===== src/rtl/button_pkg.sv =====
// Shared types and constants for the pushbutton conditioner.
// Auto-repeat is compiled in only when BUTTON_AUTOREPEAT_EN is defined.
package button_pkg;

  typedef enum logic [1:0] {
    REL = 2'd0,
    PW  = 2'd1,
    PRS = 2'd2,
    RW  = 2'd3
  } db_state_e;

  localparam int DB_CYCLES_DEF  = 1048576;
  localparam int REP_DELAY_DEF  = 16777216;
  localparam int REP_PERIOD_DEF = 4194304;

  // Shortened timing so simulations finish in a few thousand cycles
  localparam int SIM_DB_CYCLES  = 8;
  localparam int SIM_REP_DELAY  = 32;
  localparam int SIM_REP_PERIOD = 16;

  function automatic int max_i(input int a, input int b);
    return (a > b) ? a : b;
  endfunction

endpackage


===== src/rtl/debounce_ch.sv =====
// One button channel: 2-flop synchronizer, debounce FSM with stable-cycle
// counter, registered level/strobes, and auto-repeat under BUTTON_AUTOREPEAT_EN.
module debounce_ch
  import button_pkg::*;
#(
  parameter int DB_CYCLES  = DB_CYCLES_DEF,
  parameter int REP_DELAY  = REP_DELAY_DEF,
  parameter int REP_PERIOD = REP_PERIOD_DEF
) (
  input  logic clk,
  input  logic rst,
  input  logic pin_n,
  output logic level,
  output logic press,
  output logic rel
);

  localparam int CNT_W = $clog2(DB_CYCLES);

  if (DB_CYCLES < 2 || REP_DELAY < 1 || REP_PERIOD < 1) begin : g_bad_param
    $error("debounce_ch: DB_CYCLES must be >= 2 and REP_* >= 1");
  end

  logic             sync1_q, sync2_q;
  logic             s;
  db_state_e        state_q, state_d;
  logic [CNT_W-1:0] cnt_q, cnt_d;
  logic             level_q, level_d;
  logic             press_q, press_d;
  logic             rel_q, rel_d;
  logic             cnt_last;

  assign s        = ~sync2_q;
  assign cnt_last = (cnt_q == CNT_W'(DB_CYCLES - 1));

`ifdef BUTTON_AUTOREPEAT_EN
  localparam int REP_W = $clog2(max_i(max_i(REP_DELAY, REP_PERIOD), 2));
  logic [REP_W-1:0] rep_cnt_q, rep_cnt_d;
  logic             rep_first_q, rep_first_d;
  logic             rep_hit;
  assign rep_hit = rep_first_q ? (rep_cnt_q == REP_W'(REP_DELAY - 1))
                               : (rep_cnt_q == REP_W'(REP_PERIOD - 1));
`endif

  always_comb begin
    state_d = state_q;
    cnt_d   = cnt_q;
    press_d = 1'b0;
    rel_d   = 1'b0;
    unique case (state_q)
      REL: begin
        if (s) begin
          state_d = PW;
          cnt_d   = CNT_W'(1);
        end else begin
          cnt_d = '0;
        end
      end
      PW: begin
        if (!s) begin
          state_d = REL;
          cnt_d   = '0;
        end else if (cnt_last) begin
          state_d = PRS;
          cnt_d   = '0;
          press_d = 1'b1;
        end else begin
          cnt_d = cnt_q + CNT_W'(1);
        end
      end
      PRS: begin
        if (!s) begin
          state_d = RW;
          cnt_d   = CNT_W'(1);
        end else begin
          cnt_d = '0;
        end
      end
      RW: begin
        if (s) begin
          state_d = PRS;
          cnt_d   = '0;
        end else if (cnt_last) begin
          state_d = REL;
          cnt_d   = '0;
          rel_d   = 1'b1;
        end else begin
          cnt_d = cnt_q + CNT_W'(1);
        end
      end
      default: begin
        state_d = REL;
        cnt_d   = '0;
      end
    endcase

`ifdef BUTTON_AUTOREPEAT_EN
    // Counter restarts only on a fresh accept; a release bounce back into
    // PRS resumes where it left off.
    rep_cnt_d   = rep_cnt_q;
    rep_first_d = rep_first_q;
    if (state_q == PW && state_d == PRS) begin
      rep_cnt_d   = '0;
      rep_first_d = 1'b1;
    end else if (state_q == PRS && s) begin
      if (rep_hit) begin
        press_d     = 1'b1;
        rep_cnt_d   = '0;
        rep_first_d = 1'b0;
      end else begin
        rep_cnt_d = rep_cnt_q + REP_W'(1);
      end
    end
`endif

    level_d = (state_d == PRS) || (state_d == RW);
  end

  always_ff @(posedge clk) begin
    if (rst) begin
      sync1_q <= 1'b1;
      sync2_q <= 1'b1;
      state_q <= REL;
      cnt_q   <= '0;
      level_q <= 1'b0;
      press_q <= 1'b0;
      rel_q   <= 1'b0;
    end else begin
      sync1_q <= pin_n;
      sync2_q <= sync1_q;
      state_q <= state_d;
      cnt_q   <= cnt_d;
      level_q <= level_d;
      press_q <= press_d;
      rel_q   <= rel_d;
    end
  end

`ifdef BUTTON_AUTOREPEAT_EN
  always_ff @(posedge clk) begin
    if (rst) begin
      rep_cnt_q   <= '0;
      rep_first_q <= 1'b1;
    end else begin
      rep_cnt_q   <= rep_cnt_d;
      rep_first_q <= rep_first_d;
    end
  end
`endif

  assign level = level_q;
  assign press = press_q;
  assign rel   = rel_q;

endmodule


===== src/rtl/button_conditioner.sv =====
// Pushbutton front end: N_BTN independent debounce channels plus an any_press OR.
// Optional auto-repeat is enabled by defining BUTTON_AUTOREPEAT_EN.
module button_conditioner
  import button_pkg::*;
#(
  parameter int N_BTN      = 4,
  parameter int DB_CYCLES  = DB_CYCLES_DEF,
  parameter int REP_DELAY  = REP_DELAY_DEF,
  parameter int REP_PERIOD = REP_PERIOD_DEF
) (
  input  logic             clk,
  input  logic             rst,
  input  logic [N_BTN-1:0] inpulse,
  output logic [N_BTN-1:0] btn_level,
  output logic [N_BTN-1:0] btn_press,
  output logic [N_BTN-1:0] btn_release,
  output logic             any_press
);

  for (genvar i = 0; i < N_BTN; i++) begin : g_ch
    debounce_ch #(
      .DB_CYCLES (DB_CYCLES),
      .REP_DELAY (REP_DELAY),
      .REP_PERIOD(REP_PERIOD)
    ) u_ch (
      .clk  (clk),
      .rst  (rst),
      .pin_n(inpulse[i]),
      .level(btn_level[i]),
      .press(btn_press[i]),
      .rel  (btn_release[i])
    );
  end

  assign any_press = |btn_press;

endmodule


===== config.mk =====
export PLATFORM = sky130hd
export DESIGN_NAME = button_conditioner
export DESIGN_NICKNAME = d
export VERILOG_FILES = /design/src/rtl/button_pkg.sv /design/src/rtl/debounce_ch.sv /design/src/rtl/button_conditioner.sv
export SDC_FILE = /design/constraint.sdc
export NUM_CORES = 1
export LEC_CHECK = 0
export CORE_MARGIN = 2
export CORE_UTILIZATION = 32
export DETAILED_ROUTE_END_ITERATION = 8
export SLEW_MARGIN = 15
export SYNTH_ARGS = -nofsm -noshare
export SYNTH_HDL_FRONTEND = slang
export SYNTH_SLANG_ARGS = --single-unit

===== constraint.sdc =====
create_clock -name clk -period 4.75 [get_ports clk]
set_clock_uncertainty 0.05 [all_clocks]
set_input_delay 1.1875 -clock clk [delete_from_list [all_inputs] [get_ports clk]]
set_output_delay 1.1875 -clock clk [all_outputs]
set_load 0.005 [all_outputs]

==> impl_results.md <==
- Syn_area_per_cell: ~8.9 um^2
- DIE WIDTH: around 120 um
- Die Y-Extent: around 120 um
- DRC Markers: 0
- Boundary Pins: 19
- Max-slew violations: 0
- Post-synth ARST share: 0%
- Crit-path cells: or4_1 > clkdlybuf4s50_1
- Netlist cell types: between 40 and 50
- Routed WL per cell: between 10 and 15 um
- Antenna violations before repair: 0
- Tmin final: about 2.8 ns
- Area contributors post-synth: dfxtp_1, xnor2_1, nor2_1
- Top FF cell, synth: dfxtp_1
- Core Region: roughly 0.014 mm^2
- Status: complete, no violations
- LEAKAGE: 1.49 nW
- Hpwl dp: between 5 and 6 mm
- CTS tree: built
- Remaining Overflow, GRT: 0
- Synthesis Warnings: 0
- Critical Path End: any_press
- Post CTS Setup Buffer Count: 0
- Die area: between 0.015 and 0.02 mm^2
- Seq cells post-synth: 108
- Crit-path max cell delay: 0.50 ns
- Arrival time worst endpoint: between 1.5 and 2 ns
- Mapped Area: around 0.0046 mm^2
- Final Core Density: a little under two fifths
- Max-slew headroom: a little under a third
- Via count: roughly 3,500
- RSZ-0062 raised after global routing: false
- H-Tree Depth: 3
- GP Congestion: 0.755
- Start point of the critical path: g_ch[1].u_ch.press
- Sequential element share of the synthesized area: about 47%
- PwrDens: ~320 mW/mm^2
- Worst-skew pair later-pin latency: about 0.34 ns
- Drt total wl: about 8.4 mm
- RR Startpoint: g_ch[3].u_ch.cnt_q[0]
- 1st-pass router iterations: 4
- Crit path max fanout: 2
- GRT Total Usage: a little under an eighth
- Max-Cap Viols: 0
- Critical Path End Type: primary output
- Post-synth EDFFs: 0
- Worst-path clk slew: ~0.070 ns
- Syn nets: approximately 530
- Layout cells sized above 1: under 10%
- Worst-margin pin slew: a little over 1 ns
- Critical path's slowest cell: or4_1
- Hold buffers post-CTS: 0
- First-pass GRT wire length: between 10 and 15 mm
- Hold Crit Class: flip-flop to flip-flop
- Final ANT Viol Nets: 0
- R2r setup slk: between 2 and 2.5 ns
- Final period util: between 50 and 60%
- CTS buffer count: 9
- Synth top area share: 46.9%
- Crit path launch type: flip-flop
- Reg2Reg Depth: 5
- Hold Fails Final Rpt: 0
- Drt initial violations: 248
- Clk sinks: 108
- Worst EP required: ~3.5 ns
- Synth cell count leaders: dfxtp_1, nor2_1, nand2_1, nand3_1, a21oi_1
- Rows: 43
- Peak VDD IR: about 0.13 mV
- Count leader, synth: dfxtp_1
- CTS root buf: clkbuf_16
- Setup tns final: 0 ns
- Highest Clock Rate: ~350 MHz
- Clock tree buffer depth: 2
- Cell count after synthesis: around 520
- Initial Utilization: 33.0%
- Crit path kind: flip-flop to primary output
- Crit Reg-Reg Endpoint: g_ch[3].u_ch.cnt_q[2]
- Total of cells resized after clock tree synthesis: 0
- Vias in the first global route: 3,319
- I/O Buffers: 18
- Largest net degree at the start of global routing: 26
- Via density: around 5.0
- ANT cells: 0
- Fin nets: 531
- Area growth, synth to finish: 12.0%
- Synth area leader: dfxtp_1
- Final setup vio count: 0
placed cells by master, fill, tap and decap left out, drive strengths merged, types with 7 or more instances in the layout:
| cell type | synthesis | routed |
|---|---|---|
| dfxtp | 108 | 108 |
| nor2 | 65 | 65 |
| nand2 | 35 | 35 |
| nand3 | 35 | 35 |
| a21oi | 31 | 31 |
| xnor2 | 28 | 28 |
| xor2 | 25 | 25 |
| nand4 | 22 | 22 |
| clkdlybuf4s50 | 0 | 18 |
| or3 | 17 | 17 |
| o21ai | 17 | 17 |
| nor4 | 12 | 12 |
| or4 | 12 | 12 |
| inv | 11 | 11 |
| nor3 | 11 | 11 |
| clkbuf | 10 | 11 |
| and3 | 10 | 10 |
| and4 | 9 | 9 |
| or2 | 8 | 8 |
| o31ai | 7 | 7 |
power by group:
part           switching, W  internal, W
sequential       0.00000373     0.000910
clock              0.000327     0.000384
combinational    0.00000793   0.00000878
total              0.000339      0.00130
flip-flops by register name, indices dropped and copies added (netlist names):
register           count
g_ch.u_ch.cnt_q       80
g_ch.u_ch.state_q      8
g_ch.u_ch.level        4
g_ch.u_ch.press        4
g_ch.u_ch.rel          4
g_ch.u_ch.sync1_q      4
g_ch.u_ch.sync2_q      4
kinds of logic (layout without fill, tap and decap cells):
| family | Yosys count | in the layout | synth area share (%) |
|---|---|---|---|
| compound gates | 68 | 68 | 9.06 |
| xor+xnor | 53 | 53 | 10.1 |
| fa+ha+maj | 4 | 4 | 1.09 |
| buf+inv | 37 | 46 | 4.12 |
| flops | 108 | 108 | 46.9 |
| simple gates | 247 | 247 | 28.8 |
critical path: cells and delay by family (launching register included):
family | cells | cell delay (ns)
buf+inv | 1 | 0.45
simple gates | 1 | 0.50
flops | 1 | 0.32
worst min path at each step:
| stage | startpoint | depth (start not counted) | slack (ns) | to |
|---|---|---|---|---|
| 2_1_floorplan | g_ch[0].u_ch.sync1_q | 1 | 0.34 | g_ch[0].u_ch.sync2_q |
| 4_1_cts | g_ch[0].u_ch.sync1_q | 1 | 0.35 | g_ch[0].u_ch.sync2_q |
| 3_5_place_dp | g_ch[3].u_ch.sync1_q | 1 | 0.34 | g_ch[3].u_ch.sync2_q |
| 5_1_grt | g_ch[0].u_ch.sync1_q | 1 | 0.37 | g_ch[0].u_ch.sync2_q |
| 3_3_place_gp | g_ch[3].u_ch.sync1_q | 1 | 0.34 | g_ch[3].u_ch.sync2_q |
| 6_report | g_ch[0].u_ch.sync1_q | 1 | 0.36 | g_ch[0].u_ch.sync2_q |
metrics by stage:
stage	hold slack (ns)	worst slack (ns)	power [W]	area, um^2	cells
final	0.355	1.90	0.00164	5160	706
after global routing	0.370	1.78	0.00171	5160	706
after CTS	0.354	1.88	0.00167	5160	706
after detailed placement	0.343	1.64	0.000951	4880	690
after global placement	0.342	1.72	0.000951	4880	690
after floorplan	0.339	2.61	0.000943	4610	517
area by class of cell:
| cell class | count | area (um^2) |
|---|---|---|
| multi-input cells | 372 | 2260 |
| clock inverters | 5 | 36.3 |
| well taps | 180 | 225 |
| clock buffers | 11 | 253 |
| fillers | 1401 | 8820 |
| flip-flops and latches | 108 | 2160 |
| inverters | 11 | 41.3 |
| repair buffers | 19 | 188 |
per-layer routing:
| layer | GRT usage (%) | share of wire, % |
|---|---|---|
| met2 | 20.3 | 47 |
| met3 | 1.14 | 1.7 |
| met4 | 6.04 | 2.0 |
| met5 | 0 | 0 |
| met1 | 14.6 | 50 |
Note: power is estimated with default switching activity, not from simulation.
==> RTL edit 1, RTL diff (config.mk and constraints unchanged) <==
The 4 states of `db_state_e` get a one-hot encoding in 4 bits.
--- a/src/rtl/button_pkg.sv
+++ b/src/rtl/button_pkg.sv
@@ -3,9 +3,9 @@
 package button_pkg;
 
-  typedef enum logic [1:0] {
-    REL = 2'd0,
-    PW  = 2'd1,
-    PRS = 2'd2,
-    RW  = 2'd3
+  typedef enum logic [3:0] {
+    REL = 4'b0001,
+    PW  = 4'b0010,
+    PRS = 4'b0100,
+    RW  = 4'b1000
   } db_state_e;
 
Check against the original RTL: no difference found for any inputs over 10 cycles, from zero or initial values and one cycle with rst high; not proved beyond that.
==> RTL edit 1 against the unedited design <==
  * Die area increased by 15%
  * First-iteration DRC count decreased by 22%
  * Count of clock-buffer cells in the layout increased by 9
  * Combinational power increased by 92%
  * Sequential cell count increased by 8
  * Design area increased by 19%
  * Final cell count increased by 20%
  * Synthesized area increased by 15%
  * Wire length increased by 21%
  * Power increased by 42%
  * Worst setup slack got worse by 0.16 ns
==> RTL edit 1: results (changes against the unedited design) <==
| Metric | Value |
|---|---|
| All-Layer GR Usage | `12.1% (+0.30 points)` |
| Clk_lat worst skew | `0.41 ns (+0.07 ns)` |
| Met2 global-route usage | `19.5% (-0.71 points)` |
| Placed Instances | `818 (+19%)` |
| Layout cells sized above 1 | `7.94% (+1.5 points)` |
| Vias | `4,193 (+20%)` |
| DR WL met3 | `437 um (+210%)` |
| Largest regs | `g_ch.u_ch.cnt_q (80), g_ch.u_ch.state_q (16)` |
| First-pass GRT wire length | `17,300 um (+18%)` |
| Met2 wire length | `4930 um (+26%)` |
| Worst-Margin Slew | `0.654 ns (-0.370 ns)` |
| Number of port buffers | `18 (unchanged)` |
| DR WL/cell | `12.0 um (+0.86%)` |
| Delay of the slowest critical-path stage | `0.55 ns (+0.05 ns)` |
| Largest fanout on the critical path | `2 (unchanged)` |
| Tightest Hold Check Type | `flip-flop to flip-flop` |
| Synth area leaders | `dfxtp_1 (44%), nor2_1 (7.6%), xor2_1 (6.1%), xnor2_1 (5.3%), nand4_1 (2.9%)` |
| Psw | `458 uW (+35%)` |
| Cells after synthesis | `625 (+21%)` |
| Status | `finished, final reports clean` |
| Leak pwr | `0.00192 uW (+28%)` |
| Fraction of registers with async set or reset after synthesis | `0% (unchanged)` |
| Antenna violations before repair | `0 (unchanged)` |
| WHS Path Cells | `1 (unchanged)` |
| Drt first-iter violations | `194 (-22%)` |
| Syn Nets | `635 (+20%)` |
| Met1 Resource Use GR | `14.1% (-0.47 points)` |
| Final wirelength | `10,200 um (+21%)` |
| Final Util | `37.4% (+0.47 points)` |
| Reg2Reg Setup Slack | `2.21 ns (+0.08 ns)` |
| Met3 Resource Use GR | `4.87% (+3.7 points)` |
| Vias in the first global route | `3,886 (+17%)` |
| Synth cell count leaders | `dfxtp_1 (116), nor2_1 (107), xor2_1 (37)` |
| Detail Placement HPWL | `7040 um (+18%)` |
| Post-synthesis cell type count | `50 (+11%)` |
| Max IR drop VDD | `0.000288 V (+120%)` |
| Placed Area | `5530 um2 (+13%)` |
| Largest net degree at the start of global routing | `19 (-27%)` |
| Fill count | `1,626 (+16%)` |
| Reg clk slew, reported paths | `0.05 ns (-0.02 ns)` |
| Worst R2R End | `g_ch[1].u_ch.cnt_q[6]$_SDFF_PP0_` |
| Clk buf depth | `2 (unchanged)` |
| Arr. time, crit path | `1.77 ns (+0.16 ns)` |
| Top Metal Used | `met4` |
| Wl on met1 | `4700 um (+12%)` |
| Register area share after synthesis | `43.8% (-3.1 points)` |
| CTS Buf Count | `17 (+8)` |
| Worst r2r src | `g_ch[1].u_ch.cnt_q[0]$_SDFF_PP0_` |
| Yosys warnings | `0 (unchanged)` |
| Worst-case reg-to-reg path depth | `6 (+1)` |
| Post-CTS setup buffers | `0 (unchanged)` |
| Crit-path slowest cell | `or4_1` |
| H-tree depth | `4 (+1)` |
| Hold EP | `g_ch[0].u_ch.sync2_q$_SDFF_PP1_` |
| Min Hold Slack | `0.356 ns (+0.000520 ns)` |
| Dpl ws | `1.30 ns (-0.347 ns)` |
| Gpl congestion | `0.817 (+8.3%)` |
| Post-CTS resize count | `0 (unchanged)` |
RTL edit 1: power by group through the flow:
stage / clock, uW / combinational, uW / sequential (uW)
6_report: 1320 / 32.0 / 990
5_1_grt: 1390 / 36.2 / 991
4_1_cts: 1340 / 32.3 / 989
3_5_place_dp: 0 / 32.2 / 1010
3_3_place_gp: 0 / 31.3 / 1010
2_1_floorplan: 0 / 27.3 / 1000
RTL edit 1: area by class of cell:
cell class              instances  area share, %
inverters                      17           1.04
clock buffers                  20           7.28
multi-input cells             446           43.7
clock inverters                12           2.61
repair buffers                 19           3.06
well taps                     220           4.49
flip-flops and latches        116           37.8
RTL edit 1: worst max-delay path, delay by kind of cell (launching register included):
family                 cells  cell delay (ns)
buffers and inverters      1             0.46
and+or+nand+nor            1             0.55
DFF                        1             0.35
RTL edit 1: cell families after synthesis:
family | count (synthesis) | share of synthesized area (%)
XOR/XNOR | 69 | 11.4
AND/OR/NAND/NOR | 310 | 30.4
buffers and inverters | 63 | 5.69
adder cells (fa/ha/maj) | 4 | 0.944
flip-flops | 116 | 43.8
AO/OA/AOI/OAI | 63 | 7.81
RTL edit 1: worst max path at each step:
stage	from	end	slack, ns
finish	g_ch[1].u_ch.press$_SDFF_PP0_	any_press	1.74
global route	rst	g_ch[3].u_ch.cnt_q[0]$_SDFF_PP0_	1.57
CTS	g_ch[1].u_ch.press$_SDFF_PP0_	any_press	1.70
detailed placement	rst	g_ch[3].u_ch.cnt_q[0]$_SDFF_PP0_	1.30
global placement	rst	g_ch[3].u_ch.cnt_q[0]$_SDFF_PP0_	1.36
floorplan	rst	g_ch[1].u_ch.cnt_q[10]$_SDFF_PP0_	2.28
==> RTL edit 2, RTL diff (same settings) <==
Without the edit above. Build with the macro `BUTTON_AUTOREPEAT_EN` defined.
--- a/src/rtl/debounce_ch.sv
+++ b/src/rtl/debounce_ch.sv
@@ -1,4 +1,6 @@
 // One button channel: 2-flop synchronizer, debounce FSM with stable-cycle
 // counter, registered level/strobes, and auto-repeat under BUTTON_AUTOREPEAT_EN.
+`define BUTTON_AUTOREPEAT_EN
+
 module debounce_ch
   import button_pkg::*;
Check against the original RTL: same outputs for any inputs over 10 cycles, from zero or initial values and one cycle with rst high; that may be too few to reach the edited logic, so the function may still have changed.
==> RTL edit 2 against the unedited design <==
  * Sequential cell count increased by 100
  * Wire length increased by 94%
  * Register-to-register slack improved by 0.05 ns
  * Power increased by 110%
  * Worst setup slack got worse by 0.28 ns
  * Combinational power increased by 110%
  * Design area increased by 97%
  * Synthesized area increased by 96%
  * Critical path type unchanged
==> RTL edit 2: results (changes against the unedited design) <==
| Metric | Value |
|---|---|
| Fraction of synthesized area in multiplexers | `0.111% (+0.11 points)` |
| CTS Buf Count | `23 (+14)` |
| Drt first-iter violations | `326 (+31%)` |
| Post-Synth Adder-Cell Area | `1.11% (+0.020 points)` |
| Syn Area/Cell | `8.78 um2 (-1.6%)` |
| Post-synthesis cell type count | `44 (-2.2%)` |
| Fill count | `2,842 (+100%)` |
| Leak pwr | `0.00324 uW (+120%)` |
| Dpl ws | `1.17 ns (-0.478 ns)` |
| Clk buf depth | `3 (+1)` |
| Slew headroom | `36.8% (+5.2 points)` |
| Compound-Gate Fraction of Synth Area | `2.85% (-6.2 points)` |
| Register area share after synthesis | `46.0% (-0.91 points)` |
| H-tree depth | `1 (-2)` |
| Placed Area | `9460 um2 (+94%)` |
| Reg clk slew, reported paths | `0.06 ns` |
| Avg Vias per Cell | `4.66 (-6.1%)` |
| Largest net degree at the start of global routing | `23 (-12%)` |
| DR WL/cell | `11.4 um (-4.2%)` |
| Gpl congestion | `0.720 (-4.6%)` |
| 1st-pass router iterations | `5 (+1)` |
| Number of port buffers | `18 (unchanged)` |
| Final nets | `1,049 (+98%)` |
| Arr. time, crit path | `1.89 ns (+0.28 ns)` |
| Delay of the slowest critical-path stage | `0.56 ns (+0.06 ns)` |
| Vias in the first global route | `6,147 (+85%)` |
| Detail Placement HPWL | `11,100 um (+86%)` |
| Final cell count without fillers | `1,426 (+100%)` |
| Storage element area | `4160 um2 (+93%)` |
| First-pass GRT wire length | `28,500 um (+94%)` |
| Synth cell count leaders | `nor2_1 (212), dfxtp_1 (208), xor2_1 (90)` |
| Largest regs | `g_ch.u_ch.rep_cnt_q (96), g_ch.u_ch.cnt_q (80), g_ch.u_ch.state_q (8)` |
| All-Layer GR Usage | `11.3% (-0.52 points)` |
| Layout cells sized above 1 | `6.68% (+0.22 points)` |
| Clk_lat worst skew | `0.50 ns (+0.16 ns)` |
| Status | `finished, final reports clean` |
## RTL edit 2: path summary, 6_finish.rpt
path / from / depth (start not counted) / slack [ns] / end
worst min-delay path: g_ch[0].u_ch.sync1_q$_SDFF_PP1_ / 1 / 0.36 / g_ch[0].u_ch.sync2_q$_SDFF_PP1_
worst max-delay path: g_ch[1].u_ch.press$_SDFF_PP0_ / 2 / 1.62 / any_press
worst max register to register: g_ch[0].u_ch.cnt_q[0]$_SDFF_PP0_ / 6 / 2.18 / g_ch[0].u_ch.cnt_q[9]$_SDFF_PP0_
worst min register to register: g_ch[0].u_ch.sync1_q$_SDFF_PP1_ / 1 / 0.36 / g_ch[0].u_ch.sync2_q$_SDFF_PP1_
## RTL edit 2: logic make-up after synthesis
family / count (synthesis)
and+or+nand+nor: 556
DFF: 208
xor gates and xnor gates: 161
buffers and inverters: 58
AOI/OAI and AO/OA: 40
adders and majority gates: 8
muxes: 1
## RTL edit 2: per-layer routing
metal	up-vias	wire length [um]	GRT usage, %
met5	-	0	0
met4	0	310	2.67
met3	23	420	2.11
met2	49	7040	18.1
met1	3075	8530	15.6
li1	3499	-	-
## RTL edit 2: area by class of cell
class                           instances  area share (%)
Clock buffer                           33            6.61
Inverter                               16           0.590
Timing Repair Buffer                   20            1.92
Sequential cell                       208            40.9
Clock inverter                          5           0.565
Tap cell                              378            4.64
Multi-Input combinational cell        766            44.8
## RTL edit 2: power by group
part           internal, uW  switching, uW  leakage (uW)  total (uW)
Clock                  1030            672      0.000362        1700
Combinational          12.0           22.4       0.00120        34.4
Sequential             1750           4.51       0.00168        1750
## RTL edit 2: worst register-to-register path: stages, from the launching register on
cell	delay, ns
dfxtp_1	0.39
ha_1	0.21
nand3_1	0.16
nor3_1	0.57
and3_1	0.33
nand3b_1	0.58
nor2_1	0.12
